<file path="src/rtl/fft_ctrl_pkg.sv">
// Shared types and constants for the FFT sink-side controller.
package fft_ctrl_pkg;

    // Frame sequencer states: wait one edge after reset, stream a frame, idle between frames.
    typedef enum logic [1:0] {
        IDLE,
        STREAM,
        GAP
    } state_t;

    // Width of the transform-length field presented to the FFT core.
    localparam int FFTPTS_W = 11;

    // The controller never flags a sample as erroneous.
    localparam logic [1:0] SINK_ERROR_NONE = 2'b00;

endpackage

</file>
<file path="src/rtl/fft_sink_control.sv">
// Packetises a free-running sample stream into FFT_POINTS-sample frames on an
// Avalon-ST style sink interface, with GAP_CYCLES idle cycles between frames.
module fft_sink_control
    import fft_ctrl_pkg::*;
#(
    parameter int FFT_POINTS = 1024,
    parameter int GAP_CYCLES = 2,
    parameter int DATA_W     = 32
) (
    input  logic                clk,
    input  logic                reset,
    input  logic [DATA_W-1:0]   insignal,
    input  logic                sink_ready,
    output logic                sink_valid,
    output logic                sink_sop,
    output logic                sink_eop,
    output logic [1:0]          sink_error,
    output logic                inverse,
    output logic [DATA_W-1:0]   outreal,
    output logic [DATA_W-1:0]   outimag,
    output logic [FFTPTS_W-1:0] fft_pts
);

    localparam int IDX_W = $clog2(FFT_POINTS) + 1;
    localparam int GAP_W = $clog2(GAP_CYCLES + 1);

    localparam logic [IDX_W-1:0] LAST_IDX = IDX_W'(FFT_POINTS - 1);
    localparam logic [GAP_W-1:0] GAP_LOAD = GAP_W'(GAP_CYCLES);
    localparam logic [GAP_W-1:0] GAP_LAST = GAP_W'(1);

    state_t           state;
    state_t           state_next;
    logic [IDX_W-1:0] idx;
    logic [GAP_W-1:0] gap_cnt;
    logic             eop_accept;
    logic             gap_done;
    logic             load;

    // Transform configuration is fixed for the life of the stream.
    assign sink_error = SINK_ERROR_NONE;
    assign inverse    = 1'b0;
    assign fft_pts    = FFTPTS_W'(FFT_POINTS);

    // State register.
    always_ff @(posedge clk or posedge reset) begin
        // NOTE: clocked state uses non-blocking assignments so every register
        // samples pre-edge values, independent of block evaluation order.
        if (reset) begin
            state <= IDLE;
        end else begin
            state <= state_next;
        end
    end

    // Next-state and load decision; the last gap edge loads the frame's first sample
    // so the bus is idle for exactly GAP_CYCLES cycles.
    always_comb begin
        // NOTE: every output of this block gets a default first, so no path
        // leaves a signal unassigned and no latch is inferred.
        state_next = state;
        load       = 1'b0;
        eop_accept = sink_valid && sink_ready && sink_eop;
        gap_done   = (gap_cnt == GAP_LAST);
        case (state)
            IDLE: begin
                state_next = STREAM;
            end
            STREAM: begin
                if (eop_accept) begin
                    state_next = GAP;
                end else begin
                    load = !sink_valid || sink_ready;
                end
            end
            GAP: begin
                if (gap_done) begin
                    state_next = STREAM;
                    load       = 1'b1;
                end
            end
            default: begin
                state_next = IDLE;
            end
        endcase
    end

    // Output register, sample index and gap counter; a stalled sample holds unchanged.
    always_ff @(posedge clk or posedge reset) begin
        if (reset) begin
            sink_valid <= 1'b0;
            sink_sop   <= 1'b0;
            sink_eop   <= 1'b0;
            outreal    <= '0;
            outimag    <= '0;
            idx        <= '0;
            gap_cnt    <= '0;
        end else begin
            if (eop_accept) begin
                sink_valid <= 1'b0;
                sink_sop   <= 1'b0;
                sink_eop   <= 1'b0;
                idx        <= '0;
                gap_cnt    <= GAP_LOAD;
            end else if (load) begin
                outreal    <= insignal;
                outimag    <= '0;
                sink_valid <= 1'b1;
                sink_sop   <= (idx == '0);
                sink_eop   <= (idx == LAST_IDX);
                idx        <= idx + IDX_W'(1);
            end
            if (state == GAP && !gap_done) begin
                gap_cnt <= gap_cnt - GAP_W'(1);
            end
        end
    end

endmodule

</file>
<file path="config.mk">
export PLATFORM = sky130hd
export DESIGN_NAME = fft_sink_control
export DESIGN_NICKNAME = d
export VERILOG_FILES = /design/src/rtl/fft_ctrl_pkg.sv /design/src/rtl/fft_sink_control.sv
export SDC_FILE = /design/constraint.sdc
export NUM_CORES = 1
export LEC_CHECK = 0
export ABC_AREA = 0
export CORE_UTILIZATION = 43
export CTS_BUF_LIST = sky130_fd_sc_hd__clkbuf_2 sky130_fd_sc_hd__clkbuf_4 sky130_fd_sc_hd__clkbuf_8
export CTS_CLUSTER_DIAMETER = 120
export CTS_CLUSTER_SIZE = 12
export DETAILED_ROUTE_END_ITERATION = 7
export PLACE_DENSITY = 0.91
export REMOVE_ABC_BUFFERS = 1
export SYNTH_ARGS = -nofsm -noshare
export SYNTH_HDL_FRONTEND = slang
export SYNTH_SLANG_ARGS = --single-unit
</file>
<file path="constraint.sdc">
create_clock -name clk -period 2.52 [get_ports clk]
set_input_delay 0.378 -clock clk [delete_from_list [all_inputs] [get_ports clk]]
set_output_delay 0.378 -clock clk [all_outputs]
set_load 0.005 [all_outputs]
</file>
After elaboration in Yosys (flattened, before gate mapping)
Index checks and enable logic that the tools add are counted.

Bitwise operators: 1. Reductions and logical operators: 12. Multiplexer cells: 15. Equal/unequal tests: 6. $add $sub $neg: 2.

Operators with widths (count): 11-bit 2-to-1 mux (2); 11-bit by 1-bit adder with 11-bit output (second input constant) (1); 11-bit by 10-bit equality test with 1-bit output (second input constant) (1); 11-bit zero test (1); 1-bit 2-to-1 mux (8); 2-bit 2-to-1 mux (3); 2-bit case mux with 3 select lines (1); 2-bit by 1-bit equality test with 1-bit output (second input constant) (2); 2-bit != test (second input constant) (2); 2-bit AND reduction (2); 2-bit nonzero test (2); 1-bit logical AND (3); 2-bit equality test (second input constant) (1); 1-bit zero test (2); 2-bit zero test (1); 1-bit case mux with 2 select lines (1); 2-bit by 1-bit subtractor with 2-bit output (second input constant) (1); 1-bit logical OR (1); 1-bit NOT (1).

Input port bits: 35. Output and inout port bits: 81. Bits in registers: 50. Word-level logic and storage cells: 43.

Longest topological paths before layout
Gate-level depths: netlist of run 1.

Depth in word-level cells: 6. Gate-level depth with buffers: 7. Depth with buffers taken out: 6.

Worst setup path after synthesis of run 1
OpenSTA, ideal clock, no wires.

Kind: reg-to-reg. Start: register state[0]. End: register outreal[0]. Period minus slack after synthesis: 1.923 ns. Setup time: 0.125 ns. Data required time: 2.395 ns. Data arrival time: 1.798 ns. Setup slack: 0.597 ns. Stages on the path, launching flop included: 7. Cells stage by stage: dfrtp_1 -> inv_1 -> ha_1 -> inv_1 -> a311oi_4 -> buf_6 -> mux2_2.

Word-level cells in the longest chain between the ends: 3. Elaborated cells between the ends (all ways): 4. Those cells by class: 2 x eq/ne; 1 x mux; 1 x reduce/logical.

RTL lines: start, declared (line fft_sink_control.sv:31) `state_t state;`; start signal, assigned (line fft_sink_control.sv:51) `state <= state_next;`; 2-bit equality test or 2-bit by 1-bit equality test with 1-bit output (tied branches) (line fft_sink_control.sv:64) `case (state)`; 1-bit case mux with 2 select lines (*) (line fft_sink_control.sv:64); 2-bit AND reduction (no source line) (*); end signal, assigned (line fft_sink_control.sv:105) `outreal <= insignal;`; end, declared (line fft_sink_control.sv:19) `output logic [DATA_W-1:0] outreal,`.

Every way passes the cells marked *; elsewhere a longest branch is shown, timed or not. A chain may end at the register's enable or synchronous reset.

Worst setup path in the final report of run 1
Start: register state[0]. End: register outreal[28].

Same word-level chain as after synthesis.

==> metrics.md, run 1 <==
| Metric | Value |
|---|---|
| Slew HR | `63.84%` |
| WS Path Type | `flop to flop` |
| Violated checks | `DRC` |
| CTS Buffer Depth | `2` |
| Area of the multi-input gates | `1102 sq um` |
| Synthesized area per cell | `11.57 sq um` |
| Seq/Total Area, Yosys | `47.62%` |
| Post-CTS Resized | `0` |
| Data required time of the critical path | `2.71 ns` |
| Post-CTS Setup Bufs | `0` |
| Initial DRC count | `96` |
| DR vias/cell | `4.757` |
| P&R area growth vs syn | `26.05%` |
| Routed Antenna Nets | `0` |
| Finished Layout Cells | `374` |
| Remaining Overflow, GRT | `0` |
| Ports | `116` |
| Die area | `6427 sq um` |
| Period minus WS final | `2.065 ns` |
| Starting Density | `44.38%` |
| Drt pass-1 iters | `6` |
| Die height | `80.17 um` |
| Outcome | `finished, violations left` |
| Dpl cells | `366` |
| Vias in the first global route | `1742` |
| EDFF count, synth | `0` |
| FF/Latch Area | `1251 sq um` |
| Final setup violation count | `0` |
| Gpl congestion | `0.7574` |
| Clk_skew | `0.003742 ns` |
| Post-Synthesis Cells | `227` |
| Largest incremental delay on the critical path | `0.43 ns` |
| Peak supply drop | `0.2861 mV` |
| Crit. End Element | `flop` |
| Final period utilization | `81.96%` |
| Final #Nets | `341` |
| Yosys warning total | `0` |
| RSZ-0062 raised after global routing | `false` |
| Fmax | `484.2 MHz` |
| Most common cell in the netlist | `dfrtp_1` |
| Number of placement rows | `28` |
| Buffers on Ports | `69` |
| WL final | `4747 um` |
| Netlist cell types | `30` |
| Synth area leaders | `dfrtp_1, mux2_2, buf_4` |
| CTS Buf Count | `5` |
| Startpoint types | `flop` |
| Synth area leader | `dfrtp_1` |
| Largest net degree at the start of global routing | `53` |
| P per Cell Area | `570.3 nW/um^2` |
| CTS Hold Buffers Added | `0` |
| First-pass GRT wire length | `7990 um` |
| CTS tree | `done` |
| Worst slew pin tran | `0.5375 ns` |
| List of most frequent post-synthesis cells | `dfrtp_1, buf_4, mux2_2, nand2_1, a31oi_1` |
| CP delay by family, top | `buffers and inverters` |
| DR vias | `1779` |
| Final hold violation count | `0` |
| Top cell type's share of synthesized area | `47.62%` |
| Final hold slack | `0.4126 ns` |
| Max Cap Viol | `0` |
| LEAKAGE | `1.511 nW` |
| Async S/R FF share, synth | `100.0%` |
| Number of antenna violations at the first check in global routing | `0` |
| Post-synthesis register bit count | `50` |
| DRC | `2` |
| CP Cell Sequence | `inv_1 -> ha_1 -> inv_1 -> a311oi_4 -> buf_12 -> mux2_2` |
| Wirelength per Cell | `12.69 um` |
| Clock sinks | `50` |
| Hpwl dp | `3517 um` |
| Slowest CP cell | `dfrtp_1` |
| Total Routing Usage GR | `16.21%` |
| Core Area | `5921 sq um` |
| WP buf/inv | `3` |
| Post-Syn Area | `2628 sq um` |
| Clk slew on worst S/H paths | `0.09 ns` |
| Hold WC Path Type | `primary input to async pin` |
| # H-tree levels | `2` |
| Slew Limit Fails | `0` |
| CP arrival | `2.26 ns` |
| Clock root buffer | `clkbuf_8` |
| Top_reg_cell synth | `dfrtp_1` |
| Worst-Skew Late Latency | `0.30 ns` |
| Die width | `80.17 um` |
| Crit path top cell by count | `inv_1` |
| Layout cells sized above 1 | `16.05%` |
| Fill cell count | `502` |
| Critical Path Fanout Max | `52` |
| Diode count | `0` |
[cells by family (layout without fill, tap and decap cells)]
| kind of cell | Yosys count | count (layout) | share of synthesized area (%) |
|---|---|---|---|
| other | 2 | 46 | 0.2858 |
| DFF | 50 | 50 | 47.62 |
| xor gates and xnor gates | 1 | 1 | 0.3334 |
| and+or+nand+nor | 38 | 38 | 7.810 |
| adders and majority gates | 8 | 8 | 3.810 |
| AOI/OAI and AO/OA | 34 | 34 | 9.286 |
| muxes | 33 | 33 | 14.14 |
| buffers and inverters | 61 | 89 | 16.71 |
[area by class of cell]
class,instances,share of cell area [%]
clock buffer,7,2.909
clock inverter,1,0.2645
inverter,9,1.020
multi-input combinational,160,33.28
timing repair buffer,72,21.91
sequential,50,37.78
tap,75,2.833
[power by group]
part | internal, mW | switching, mW | total, mW
clock network | 0.252 | 0.265 | 0.517
registers | 0.893 | 0.0876 | 0.981
logic | 0.246 | 0.146 | 0.391
[registers in the layout (all words and copies together) (netlist names)]
register and cells:
sink_eop 1, state 2, sink_sop 1, sink_valid 1, gap_cnt 2, idx 11
outreal 32
[per-stage QoR]
stage	TNS (ns)	util (%)	worst slack [ns]	area [sq um]	total power, mW
2_1_floorplan	-9.088	-	-0.2392	2387	1.167
3_3_place_gp	0	54.16	0.3410	3207	1.369
3_5_place_dp	0	54.16	0.3039	3207	1.391
4_1_cts	0	55.94	0.4417	3312	1.908
5_1_grt	0	55.94	0.3432	3312	2.000
6_report	0	55.94	0.4546	3312	1.889
[per-layer routing]
metal  global-route usage (%)  up-vias  wire length (um)
li1                         -      832                 -
met1                    19.11      849              1968
met2                    27.78       92              2364
met3                    4.545        6               346
met4                    6.429        0                67
met5                        0        -                 0
[final timing paths]
kind                       cells after the start     endpoint  slack (ns)     start
max                                            6  outreal[28]        0.45  state[0]
min                                            2   outreal[8]        0.41     reset
max reg2reg                                    6  outreal[28]        0.45  state[0]
min reg2reg                                    1      idx[10]        0.49   idx[10]
max in group asynchronous                      3  outreal[28]        1.48     reset
min in group clk                               1      idx[10]        0.49   idx[10]
[placed cells by master, fill, tap and decap left out, drive strengths merged]
cell and n:
a21oi 6, a22o 5, a22oi 1, a311oi 1, a31oi 10, a41oi 1, and2b 1, and3 1
and4 1, buf 3, clkbuf 7, clkdlybuf4s50 69, clkinv 1, conb 46, dfrtp 50, ha 8
inv 9, mux2 33, nand2 14, nand2b 4, nand3 4, nand3b 2, nand4 2, nor2 5
nor4 3, o211ai 2, o21a 1, o21ai 7, or2b 1, xnor2 1
No activity file was read; power rests on OpenSTA's default activity.
==> run 2, diff against run 1 <==
--- a/config.mk
+++ b/config.mk
@@ -6,12 +6,12 @@
 export NUM_CORES = 1
 export LEC_CHECK = 0
 export ABC_AREA = 0
-export CORE_UTILIZATION = 43
+export CORE_UTILIZATION = 39
 export CTS_BUF_LIST = sky130_fd_sc_hd__clkbuf_2 sky130_fd_sc_hd__clkbuf_4 sky130_fd_sc_hd__clkbuf_8
 export CTS_CLUSTER_DIAMETER = 120
 export CTS_CLUSTER_SIZE = 12
 export DETAILED_ROUTE_END_ITERATION = 7
-export PLACE_DENSITY = 0.91
+export PLACE_DENSITY = 0.87
 export REMOVE_ABC_BUFFERS = 1
 export SYNTH_ARGS = -nofsm -noshare
 export SYNTH_HDL_FRONTEND = slang
==> constraint.sdc (replaced) <==
create_clock -name clk -period 1.9 [get_ports clk]
set_input_delay 0.285 -clock clk [delete_from_list [all_inputs] [get_ports clk]]
set_output_delay 0.285 -clock clk [all_outputs]
set_load 0.005 [all_outputs]
==> metrics.md, run 2 (synthesized netlist as in run 1, its figures left out) <==
| Metric | Value |
|---|---|
| DRC | `10` |
| CP arrival | `2.09 ns` |
| Starting Density | `40.91%` |
| Most frequent cells in the layout | `clkdlybuf4s50_1, dfrtp_1, conb_1` |
| P per Cell Area | `741.6 nW/um^2` |
| Buffers on Ports | `69` |
| RSZ-0062 raised after global routing | `true` |
| CTS Buffer Depth | `2` |
| WP depth | `8` |
| Slowest CP cell | `dfrtp_1` |
| WL final | `5430 um` |
| Finished Layout Cells | `391` |
| DR vias/cell | `4.798` |
| Gpl congestion | `0.7175` |
| Hold WC Path Type | `primary input to async pin` |
| FF/Latch Area | `1251 sq um` |
| Wirelength per Cell | `13.89 um` |
| Crit path launch | `state[0]` |
| Worst R2R End | `outreal[20]` |
| Final hold violation count | `0` |
| WP buf/inv | `4` |
| Remaining Overflow, GRT | `0` |
| Vias in the first global route | `1892` |
| Cells on worst reg2reg path | `8` |
| Initial DRC count | `90` |
| Period minus WS final | `1.886 ns` |
| Die width | `84.08 um` |
| CTS Buf Count | `5` |
| Fmax | `530.4 MHz` |
| Slew Limit Fails | `0` |
| Peak supply drop | `0.4420 mV` |
| Violated checks | `DRC` |
| Die height | `84.08 um` |
| Diode count | `0` |
| P&R area growth vs syn | `37.24%` |
| CTS tree | `done` |
| Largest net degree at the start of global routing | `31` |
| Area of the multi-input gates | `1175 sq um` |
| Fill cell count | `540` |
| Setup Slack @ Placement | `-0.2062 ns` |
| Layout cells sized above 1 | `22.61%` |
| Clock sinks | `50` |
| Final #Nets | `356` |
| Core Area | `6422 sq um` |
| Worst setup margin | `0.01447 ns` |
| Final period utilization | `99.24%` |
| Dpl cells | `374` |
| Total Routing Usage GR | `15.76%` |
| Die area | `7069 sq um` |
| Largest incremental delay on the critical path | `0.40 ns` |
| Max Cap Viol | `0` |
| Number of placement rows | `29` |
| Biggest register | `outreal` |
| Clock root buffer | `clkbuf_8` |
| # H-tree levels | `2` |
| Ports | `116` |
| CP delay by family, top | `buffers and inverters` |
| Routed Antenna Nets | `0` |
| Critical Path Fanout Max | `6` |
| LEAKAGE | `1.642 nW` |
| Crit. End Element | `flop` |
| Data required time of the critical path | `2.10 ns` |
| Hpwl dp | `3383 um` |
| Largest register FFs | `32` |
| Clk_skew | `0.01558 ns` |
| DR vias | `1876` |
| Number of antenna violations at the first check in global routing | `0` |
| R2R setup slack | `0.01 ns` |
| Startpoint types | `flop` |
| Drt pass-1 iters | `6` |
| Design Power | `2.674 mW` |
| R2r startpoint | `state[0]` |
| WS Path Type | `flop to flop` |
| CTS Hold Buffers Added | `0` |
| Setup crit end | `outreal[20]` |
| Clk slew on worst S/H paths | `0.10 ns` |
| Biggest regs | `outreal x32, idx x11` |
| Final setup violation count | `0` |
| CP Cell Sequence | `inv_2 -> ha_4 -> a21oi_2 -> a311oi_4 -> buf_6 -> buf_12 -> buf_16 -> mux2_2` |
| Most common cell after layout, fill and taps aside | `clkdlybuf4s50_1` |
| Worst-Skew Late Latency | `0.31 ns` |
| Outcome | `finished, violations left` |
| First-pass GRT wire length | `8742 um` |
## run 2: changes by cell type in the layout (fill, tap and decap cells not counted), sizes merged
| cell | previous run | this run |
|---|---|---|
| inv | 9 | 10 |
| clkinv | 1 | 0 |
| bufinv | 0 | 1 |
| buf | 3 | 17 |
## run 2: report_power, final
| part | leakage [nW] | switching [mW] | internal, mW |
|---|---|---|---|
| clock network | 0.0618 | 0.370 | 0.433 |
| logic | 0.986 | 0.209 | 0.365 |
| registers | 0.595 | 0.113 | 1.18 |
| total | 1.64 | 0.692 | 1.98 |
## run 2: area by class of cell
class                   count  area share [%]
multi-input cells         160           32.58
clock buffers               6           2.290
flip-flops and latches     50           34.70
inverters                   9          0.9368
well taps                  77           2.672
clock inverters             2           1.076
repair buffers             87           25.75
## run 2: per-stage QoR
step	instance area, sq um	TNS, ns	hold WS [ns]	utilization, %
global placement	3254	-4.818	0.4619	50.67
detailed placement	3254	-7.135	0.4705	50.67
CTS	3561	-0.002360	0.3078	55.45
global route	3606	-0.2221	0.3384	56.15
floorplan	2387	-36.92	0.4367	-
finish	3606	0	0.3084	56.15
## run 2: timing repair
action                                 CTS  global route
buffers inserted                         5             1
pin swaps                                1             2
endpoints found under the hold margin    0             0
resized for setup                       10            11
gates cloned                             3             1
setup endpoints to repair               33            42
## run 2: how the worst min path moves through the flow
stage / start / end / slack (ns) / cells past startpoint
3_3_place_gp: idx[10] / idx[10] / 0.46 / 1
6_report: reset / outreal[11] / 0.31 / 3
4_1_cts: reset / outreal[31] / 0.31 / 3
5_1_grt: reset / outreal[31] / 0.34 / 3
3_5_place_dp: idx[10] / idx[10] / 0.47 / 1
2_1_floorplan: insignal[0] / outreal[0] / 0.44 / 1
## run 2: routing by layer
| layer | vias to the layer above | GRT usage (%) | part of all wire, % |
|---|---|---|---|
| li1 | 869 | - | - |
| met1 | 907 | 19.62 | 43 |
| met2 | 93 | 25.48 | 48 |
| met3 | 7 | 5.242 | 8.0 |
| met4 | 0 | 5.643 | 1.0 |
| met5 | - | 0 | 0 |
## run 2: worst min-delay path: stages
cell and delay (ns):
clkdlybuf4s50_1 0.41, inv_2 0.06, buf_4 0.26
==> run 3, diff against run 2 <==
--- a/config.mk
+++ b/config.mk
@@ -6,12 +6,15 @@
 export NUM_CORES = 1
 export LEC_CHECK = 0
 export ABC_AREA = 0
-export CORE_UTILIZATION = 39
+export CELL_PAD_IN_SITES_DETAIL_PLACEMENT = 0
+export CELL_PAD_IN_SITES_GLOBAL_PLACEMENT = 2
+export CORE_ASPECT_RATIO = 0.7
+export CORE_UTILIZATION = 24
 export CTS_BUF_LIST = sky130_fd_sc_hd__clkbuf_2 sky130_fd_sc_hd__clkbuf_4 sky130_fd_sc_hd__clkbuf_8
 export CTS_CLUSTER_DIAMETER = 120
 export CTS_CLUSTER_SIZE = 12
 export DETAILED_ROUTE_END_ITERATION = 7
-export PLACE_DENSITY = 0.87
+export PLACE_DENSITY = 0.88
 export REMOVE_ABC_BUFFERS = 1
 export SYNTH_ARGS = -nofsm -noshare
 export SYNTH_HDL_FRONTEND = slang
==> metrics.md, run 3 (synthesized netlist as in run 1, its figures left out) <==
| Metric | Value |
|---|---|
| Outcome | `finished, violations left` |
| Violated checks | `setup timing` |
| Ports | `116` |
| Worst setup margin | `-0.007180 ns` |
| Clock root buffer | `clkbuf_8` |
| First-pass GRT wire length | `8797 um` |
| Most frequent cells in the layout | `clkdlybuf4s50_1, dfrtp_1, conb_1` |
| Final period utilization | `100.4%` |
| Biggest regs | `outreal x32, idx x11` |
| Fill cell count | `1029` |
| Peak supply drop | `0.3368 mV` |
| Hold WC Path Type | `primary input to async pin` |
| Slew HR | `62.53%` |
| Final #Nets | `364` |
| Die width | `127.1 um` |
| Clk_skew | `0.006691 ns` |
| Data required time of the critical path | `2.14 ns` |
| Starting Density | `25.00%` |
| LEAKAGE | `1.763 nW` |
| Max Cap Viol | `0` |
| Initial DRC count | `69` |
| WS Path Type | `flop to flop` |
| Crit. End Element | `flop` |
| Die area | `11380 sq um` |
| Setup TNS | `-0.03598 ns` |
| Buffers on Ports | `69` |
| CTS Buf Count | `5` |
| Startpoint types | `flop` |
| Die height | `89.54 um` |
| DRC | `0` |
| Final core occ | `36.92%` |
| Fmax | `524.3 MHz` |
| Clk slew on worst S/H paths | `0.10 ns` |
| Final setup violation count | `9` |
| Worst-Skew Late Latency | `0.30 ns` |
| Largest register FFs | `32` |
| P per Cell Area | `680.6 nW/um^2` |
| CP arrival | `2.14 ns` |
| Diode count | `0` |
| Vias in the first global route | `1694` |
| Setup Slack @ Placement | `-0.1380 ns` |
| Remaining Overflow, GRT | `0` |
| Biggest register | `outreal` |
| Final hold slack | `0.3481 ns` |
| Total Routing Usage GR | `10.04%` |
| Final hold violation count | `0` |
| Slew Limit Fails | `0` |
| DR vias/cell | `3.972` |
| Routed Antenna Nets | `0` |
| Layout cells sized above 1 | `25.78%` |
| WL final | `6168 um` |
| Number of antenna violations at the first check in global routing | `0` |
| Critical Path Fanout Max | `7` |
| P&R area growth vs syn | `47.71%` |
| Largest net degree at the start of global routing | `27` |
| Core Area | `10510 sq um` |
| Wirelength per Cell | `13.12 um` |
| CTS Buffer Depth | `2` |
| # H-tree levels | `2` |
| Number of placement rows | `31` |
| Most common cell after layout, fill and taps aside | `clkdlybuf4s50_1` |
| DR vias | `1867` |
| Drt pass-1 iters | `4` |
| RSZ-0062 raised after global routing | `true` |
| Gpl congestion | `0.7001` |
| Hpwl dp | `3780 um` |
| Worst slew pin tran | `0.5612 ns` |
| CTS tree | `done` |
| Clock sinks | `50` |
| Period minus WS final | `1.907 ns` |
## run 3: cell types whose count changed in the layout (fill, tap and decap cells not counted), sizes merged
cell,delta
clkinv,+2
bufinv,-1
inv,-1
clkbuf,+1
buf,+7
## run 3: critical path, cell delays in order, from the launching register on
cell,delay (ns)
dfrtp_1,0.42
inv_2,0.11
ha_4,0.19
nand3b_4,0.09
a311oi_4,0.31
buf_6,0.20
buf_16,0.14
buf_12,0.13
and2b_1,0.14
a22o_1,0.12
## run 3: report_power, final
group | leakage (nW) | internal, mW | switching, mW | total, mW
Combinational | 1.12 | 0.422 | 0.234 | 0.656
Clock | 0.0514 | 0.301 | 0.367 | 0.668
Sequential | 0.593 | 1.18 | 0.134 | 1.32
Total | 1.76 | 1.91 | 0.735 | 2.64
## run 3: cell type report
class	count	area, sq um	area share (%)
clock buffers	6	82.58	2.128
clock inverters	2	17.52	0.4513
flip-flops and latches	50	1252	32.27
multi-input cells	160	1280	32.98
well taps	148	185.2	4.771
repair buffers	95	1030	26.53
inverters	9	33.78	0.8704
## run 3: per-stage QoR
step	std cells	area, sq um	power [mW]
global route	470	3881	2.793
floorplan	219	2387	1.547
global placement	451	3413	1.848
detailed placement	451	3413	1.858
CTS	466	3681	2.573
finish	470	3881	2.642
## run 3: final timing paths
check / cells past startpoint / start / end / slack [ns]
setup / recovery: 9 / state[0] / sink_sop / -0.007
hold / removal: 2 / reset / outreal[12] / 0.35
setup reg to reg: 9 / state[0] / sink_sop / -0.007
hold reg to reg: 1 / idx[10] / idx[10] / 0.50
max in group asynchronous: 3 / reset / state[1] / 0.99
min in group clk: 1 / idx[10] / idx[10] / 0.50
## run 3: repair_timing
item | in CTS | in global routing
endpoints found under the setup margin | 41 | 45
pin swaps | 3 | 7
hold buffers | 0 | 0
endpoints found under the hold margin | 0 | 0
gates resized for setup | 16 | 33
buffers inserted | 4 | 2
gates cloned | 3 | 2
## run 3: metal layers
layer / vias to the layer above / track usage [%] / share of wire (%)
met2: 68 / 15.93 / 44
li1: 881 / - / -
met1: 918 / 13.88 / 50
met4: 0 / 1.299 / 0
met5: - / 0 / 0
met3: 0 / 2.992 / 5.9
